## src/rtl/bit_unpacker.sv

```systemverilog
// Bit unpacker: buffers MSB-first DATA_W-bit words in a 2*DATA_W-bit window and hands the
// top DATA_W bits to a consumer that takes a variable number of bits per handshake.
module bit_unpacker #(
  parameter int DATA_W = 8
) (
  input  logic                             clk_i,
  input  logic                             rst_i,
  input  logic                             clr_i,
  input  logic [DATA_W-1:0]                data_i,
  input  logic                             last_i,
  input  logic                             vld_i,
  output logic                             rdy_o,
  output logic [DATA_W-1:0]                data_o,
  output logic [$clog2(2*DATA_W+1)-1:0]    fill_o,
  input  logic [$clog2(DATA_W+1)-1:0]      len_i,
  output logic                             vld_o,
  input  logic                             rdy_i,
  output logic                             last_o,
  output logic                             idle_o
);
  localparam int BUF_W  = 2 * DATA_W;
  localparam int FILL_W = $clog2(2 * DATA_W + 1);
  localparam int LEN_W  = $clog2(DATA_W + 1);
  localparam logic [FILL_W-1:0] WORD_BITS = FILL_W'(DATA_W);

  typedef enum logic [1:0] {EMPTY, STREAM, DRAIN} state_t;

  state_t             state_q;
  logic [BUF_W-1:0]   buf_q;
  logic [BUF_W-1:0]   buf_d;
  logic [FILL_W-1:0]  fill_q;
  logic [FILL_W-1:0]  fill_d;
  logic [FILL_W-1:0]  take_n;
  logic [FILL_W-1:0]  rem_n;
  logic               last_seen_q;
  logic               take;
  logic               load;

  // In DRAIN the consumer may ask for more bits than remain; never take more than fill.
  function automatic logic [FILL_W-1:0] clamp_len(input logic [LEN_W-1:0]  len,
                                                  input logic [FILL_W-1:0] fill);
    logic [FILL_W-1:0] len_ext;
    len_ext = FILL_W'(len);
    return (len_ext > fill) ? fill : len_ext;
  endfunction

  assign vld_o  = (fill_q >= WORD_BITS) || (last_seen_q && (fill_q != '0));
  assign rdy_o  = (fill_q <= WORD_BITS) && !last_seen_q;
  assign last_o = vld_o && last_seen_q && (fill_q <= WORD_BITS);
  assign idle_o = (state_q == EMPTY);
  assign data_o = buf_q[BUF_W-1 -: DATA_W];
  assign fill_o = fill_q;

  assign take = vld_o && rdy_i;
  assign load = vld_i && rdy_o;

  // New word lands directly behind the bits that survive this cycle's consumption.
  always_comb begin
    take_n = take ? clamp_len(len_i, fill_q) : '0;
    rem_n  = fill_q - take_n;
    buf_d  = buf_q << take_n;
    fill_d = rem_n;
    if (load) begin
      buf_d  = buf_d | ({data_i, {DATA_W{1'b0}}} >> rem_n);
      fill_d = rem_n + WORD_BITS;
    end
  end

  always_ff @(posedge clk_i or posedge rst_i) begin
    if (rst_i) begin
      state_q     <= EMPTY;
      buf_q       <= '0;
      fill_q      <= '0;
      last_seen_q <= 1'b0;
    end else if (clr_i) begin
      state_q     <= EMPTY;
      buf_q       <= '0;
      fill_q      <= '0;
      last_seen_q <= 1'b0;
    end else begin
      buf_q  <= buf_d;
      fill_q <= fill_d;
      case (state_q)
        EMPTY: begin
          if (load) begin
            state_q     <= last_i ? DRAIN : STREAM;
            last_seen_q <= last_i;
          end
        end
        STREAM: begin
          if (load && last_i) begin
            state_q     <= DRAIN;
            last_seen_q <= 1'b1;
          end else if (fill_d == '0) begin
            state_q <= EMPTY;
          end
        end
        DRAIN: begin
          if (fill_d == '0) begin
            state_q     <= EMPTY;
            last_seen_q <= 1'b0;
          end
        end
        default: state_q <= EMPTY;
      endcase
    end
  end

  always @(posedge clk_i) begin
    if (!rst_i && take)
      assert (len_i <= LEN_W'(DATA_W))
      else $warning("bit_unpacker: len_i=%0d exceeds DATA_W", len_i);
  end

endmodule

```

## config.mk

```make
export PLATFORM = sky130hd
export DESIGN_NAME = bit_unpacker
export DESIGN_NICKNAME = d
export VERILOG_FILES = /design/src/rtl/bit_unpacker.sv
export SDC_FILE = /design/constraint.sdc
export NUM_CORES = 1
export LEC_CHECK = 0
export BUFFER_PORTS_ARGS = -buffer_cell sky130_fd_sc_hd__clkbuf_2
export CAP_MARGIN = 20
export CELL_PAD_IN_SITES_DETAIL_PLACEMENT = 1
export CELL_PAD_IN_SITES_GLOBAL_PLACEMENT = 1
export CORE_MARGIN = 3
export CORE_UTILIZATION = 35
export CTS_CLUSTER_SIZE = 28
export DETAILED_ROUTE_END_ITERATION = 12
export PLACE_DENSITY_LB_ADDON = 0.1
export SLEW_MARGIN = 30
export SYNTH_ARGS = -nofsm -noshare
export SYNTH_HDL_FRONTEND = slang
export SYNTH_SLANG_ARGS = --single-unit
```

## constraint.sdc

```tcl
create_clock -name clk_i -period 4.8 [get_ports clk_i]
set_input_delay 0.24 -clock clk_i [delete_from_list [all_inputs] [get_ports clk_i]]
set_output_delay 0.24 -clock clk_i [all_outputs]
set_load 0.005 [all_outputs]
```

# --- After elaboration in Yosys (flattened, before gate mapping) ---
# Cells that the tools add are included.
word_totals:
  register_bits: 24
  in_bits: 18
  out_inout_bits: 17
  word_cells: 48
op_classes:
  n_addsub: 2
  order_cmp: 3
  eq_ne: 5
  shifts: 2
  muxes: 17
  bitwise: 1
  reduce_logical: 14
op_table:
  columns: ["cell", "count"]
  rows:
  - ["$mux 16", 2]
  - ["$mux 5", 4]
  - ["$or 16x16->16", 1]
  - ["$shl 16x5->16", 1]
  - ["$shr 16x5->16", 1]
  - ["$mux 2", 5]
  - ["$logic_and 1x1->1", 7]
  - ["$ne 3x3->1 const B", 2]
  - ["$pmux 2 s3", 1]
  - ["$add 5x4->5 const B", 1]
  - ["$ge 5x4->1 const B", 1]
  - ["$gt 4x5->1", 1]
  - ["$le 5x4->1 const B", 1]
  - ["$logic_not 5->1", 1]
  - ["$reduce_bool 5->1", 1]
  - ["$sub 5x5->5", 1]
  - ["$mux 1", 4]
  - ["$reduce_and 4->1", 1]
  - ["$reduce_bool 4->1", 1]
  - ["$ne 3x2->1 const B", 1]
  - ["$pmux 1 s3", 1]
  - ["$eq 2x1->1 const B", 1]
  - ["$eq 2x2->1 const B", 1]
  - ["$logic_not 2->1", 1]
  - ["other kinds (2)", 2]

# --- Depth between registers and ports, before layout ---
depth:
  word_depth: 13
  depth_mapped: 20
  depth_no_buf: 17

# --- Least setup slack after synthesis ---
# OpenSTA, ideal clock, no wires.
synth_path:
  path_type: "reg2reg"
  from: "register fill_q[3] (netlist: fill_o[3])"
  to: "register buf_q[15]"
  setup_ns: 0.094
  t_arrival_ns: 4.112
  required_time_ns: 4.706
  path_slack_ns: 0.594
  path_stages_with_launch: 20
  path_buffers: 3
  period_less_slack_ns: 4.206
  cell_sequence: "dfrtp_1 inv_1 ha_1 and3_4 a221oi_2 and4bb_1 nor2_4 inv_2 buf_6 buf_8 ha_1 fa_1 nor2b_1 o21ai_0 nor3b_1 or3_1 buf_6 nor4_4 nor2_1 a221oi_2"
synth_between:
  elab_chain_len: 10
  elab_cells_between_ends: 17
  cone_classes: "add/sub (1); order compare (3); shift (2); mux (4); bitwise (1); reduce/logical (6)"
synth_lines:
  columns: ["item", "line_no", "text"]
  rows:
  - ["from (decl)", "31", "logic [FILL_W-1:0] fill_q;"]
  - ["from (signal assigned)", "82", "fill_q <= fill_d;"]
  - ["branches (longest 8 deep; another with $ge 5x4->1)", null, null]
  - ["$mux 16 (*)", "63", "if (load) begin"]
  - ["$mux 16 (*)", "75", "end else if (clr_i) begin"]
  - ["to (signal assigned)", "81", "buf_q <= buf_d;"]
  - ["to (decl)", "29", "logic [BUF_W-1:0] buf_q;"]
# Every way passes the cells marked *.
# A chain may end at the register's enable or synchronous reset.

# --- Worst setup path in the final report ---
layout_path:
  from: "register fill_q[1] (netlist: fill_o[1])"
  to: "register buf_q[3]"
# The elaborated chain is that of the path after synthesis.

==> insert_results.sql <==
INSERT INTO impl_metrics (metric_group, metric, value, unit) VALUES
('layout', 'design.final.nets', '366', ''),
('global_routing', 'antenna_found_initial', '0', ''),
('layout', 'multi_input_comb_area', '1792', 'um2'),
('status', 'violations', 'negative hold slack', ''),
('sta', 'rsz0062_at_grt', 'no', ''),
('sta', 'report.final.hold_viol_count', '20', ''),
('yosys', 'synth.ff_latch_count', '24', ''),
('layout', 'insertedDiodeCount', '0', ''),
('sta', 'period_minus_slack', '4.365', 'ns'),
('global_routing', 'top_usage_layer', 'met2', ''),
('critical_path', 'endpoint', 'buf_q[3]$_DFF_PP0_', ''),
('layout', 'final_layout_size_suffix_gt1_share', '22.82', '%'),
('place', 'port_buffer_count', '34', ''),
('place', 'post-dp-hpwl', '6.211', 'mm'),
('power', 'switching_share', '53.26', '%'),
('sta', 'fin_tns_setup', '0', 'ns'),
('run', 'max-cap-violations', '0', ''),
('critical_path', 'critPathKind', 'register to register', ''),
('sta', 'fin_crit_share', '90.93', '%'),
('critical_path', 'worstSetupStartpoint', 'fill_o[1]$_DFF_PP0_', ''),
('global_routing', 'global_route.usage.met2', '31.27', '%'),
('critical_path', 'timing.critical_path.cells', 'inv_1, ha_1, and3_4, a221oi_2, and4bb_1, nor2_4, inv_2, ha_1, fa_1, nand3_1, o21ai_0, nand2_1, o31ai_1, a22oi_1, nor2_1', ''),
('clock_tree', 'cts_root_buf', 'clkbuf_8', ''),
('yosys', 'synthesis.area_per_instance', '8.662', 'um2'),
('clock_tree', 'clkTransAtPathRegs', '0.09', 'ns'),
('sta', 'worst_clock_skew', '0.005562', 'ns'),
('sta', 'setup_viol', '0', ''),
('clock_tree', 'htree_num_levels', '1', ''),
('critical_path', 'r2r_cells', '15', ''),
('critical_path', 'crit_path_max_delay_cell_type', 'fa_1', ''),
('power', 'p_total', '1.995', 'mW'),
('yosys', 'postSynthNetCount', '341', ''),
('global_routing', 'met1_usage', '28.39', '%'),
('power', 'power.clock.fraction', '6.4', '%'),
('yosys', 'syn-instance-count', '310', ''),
('routing', 'dr.pass1.iters', '4', ''),
('critical_path', 'regToRegStartpoint', 'fill_o[1]$_DFF_PP0_', ''),
('power', 'p_int', '0.9326', 'mW'),
('critical_path', 'internal_reg_to_reg_setup_slack', '0.44', 'ns'),
('clock_tree', 'clock_tree.buffer_depth', '2', ''),
('yosys', 'yosys_warnings', '0', ''),
('global_routing', 'track_usage', '19.28', '%'),
('die', 'placeableCoreArea', '7331', 'um2'),
('routing', 'first_iter_violations', '87', ''),
('sta', 'hold_slack', '-0.004314', 'ns'),
('clock_tree', 'cts_inserted_buffers', '3', ''),
('clock_tree', 'clock_sinks', '24', ''),
('sta', 'fmaxAchievable', '229.1', 'MHz'),
('clock_tree', 'post_cts_resized', '0', ''),
('clock_tree', 'worst_skew_pair.late_latency', '0.28', 'ns'),
('die', 'die_area', '8758', 'um2'),
('die', 'placement_rows', '31', ''),
('critical_path', 'required', '5.00', 'ns'),
('yosys', 'synth_common_cells', 'nand2_1, nor2_1, dfrtp_1, mux2i_1', ''),
('power', 'power.share.sequential', '18.4', '%'),
('critical_path', 'worstPathMaxFanout', '17', ''),
('power', 'leakagePower', '1.247', 'nW'),
('yosys', 'synth_edf_count', '0', ''),
('power', 'powerDensity', '693.3', 'nW/um2'),
('sta', 'worstMarginPinSlew', '0.7918', 'ns'),
('status', 'status', 'finished, violations left', ''),
('yosys', 'post_synthesis_instance_area', '2685', 'um2'),
('clock_tree', 'cts_setup_buffers', '0', ''),
('routing', 'vias_per_cell', '5.692', ''),
('layout', 'flow.area_growth_from_synthesis', '7.176', '%'),
('sta', 'worst_slew_margin_rel', '46.83', '%'),
('global_routing', 'grt_start_max_net_pins', '26', ''),
('global_routing', 'number_of_global_route_vias_before_repair', '2573', ''),
('critical_path', 'timing.critical_path.mode_cell', 'ha_1', ''),
('yosys', 'async_reset_ff_share', '100.0', '%'),
('layout', 'final_design_area_no_fill', '2878', 'um2');
## per-layer routing
| layer | wire (um) | share of wire, % | vias to the layer above |
|---|---|---|---|
| met5 | 0 | 0 | - |
| li1 | - | - | 1192 |
| met2 | 3608 | 46 | 53 |
| met3 | 285 | 3.6 | 5 |
| met4 | 72 | 0.91 | 0 |
| met1 | 3933 | 50 | 1209 |
## through the flow
step                cells  utilization, %
detailed placement    429           38.69
floorplan             310               -
finish                432           39.26
global placement      429           38.69
CTS                   432           39.26
global route          432           39.26
## power groups by stage
| stage | clock network [mW] | registers [mW] | logic (mW) |
|---|---|---|---|
| global route | 0.139 | 0.383 | 1.68 |
| floorplan | 0 | 0.348 | 1.19 |
| detailed placement | 0 | 0.374 | 1.50 |
| global placement | 0 | 0.370 | 1.49 |
| CTS | 0.130 | 0.370 | 1.51 |
| finish | 0.128 | 0.367 | 1.50 |
## logic make-up (layout without fill, tap and decap cells)
group	Yosys count	in the layout	share of synthesized area, %
multiplexers	34	34	14.72
flip-flops	24	24	22.37
AND/OR/NAND/NOR	98	98	18.45
XOR/XNOR	3	3	0.9787
adder cells (fa/ha/maj)	13	13	6.337
buffers and inverters	42	65	10.90
AO/OA/AOI/OAI	96	96	26.23
## area by class of cell
cell class / instances / share of cell area (%)
repair buffers: 46 / 9.043
well taps: 99 / 4.304
clock buffers: 3 / 1.435
inverters: 16 / 2.087
flip-flops and latches: 24 / 20.87
multi-input cells: 244 / 62.26
## layout by cell type, fill, tap and decap left out, drive strengths merged, types with 4 or more instances in the layout
cell / count
nand2: 33
nor3: 5
dfrtp: 24
nor2: 29
a221o: 4
a31oi: 4
mux2: 5
clkbuf: 37
o21ai: 18
nand3: 8
ha: 12
a211oi: 4
inv: 15
a22oi: 8
nor2b: 4
and2: 5
a21oi: 17
buf: 12
a21o: 5
o22ai: 5
a32oi: 8
mux2i: 28
## how the worst min path moves through the flow
stage / cells after the start / end / from / slack, ns
after floorplan: 1 / buf_q[0]$_DFF_PP0_ / rst_i / 0.25
after global placement: 2 / fill_o[0]$_DFF_PP0_ / rst_i / 0.53
after detailed placement: 2 / buf_q[5]$_DFF_PP0_ / rst_i / 0.32
after CTS: 2 / buf_q[5]$_DFF_PP0_ / rst_i / 0.02
after global routing: 2 / buf_q[13]$_DFF_PP0_ / rst_i / 0.04
final: 2 / buf_q[13]$_DFF_PP0_ / rst_i / -0.004
## sequential cells by signal, summed over array words and instances (netlist names)
register / flops
buf_q: 16
state_q: 2
last_seen_q: 1
fill_o: 5
## critical path, delay by kind of cell (launching register included)
family          cells  cell delay (ns)
flops               1             0.43
fa+ha+maj           3             1.47
buf+inv             2             0.17
compound gates      4             0.99
simple gates        6             1.23
(Power assumes the default switching activity.)
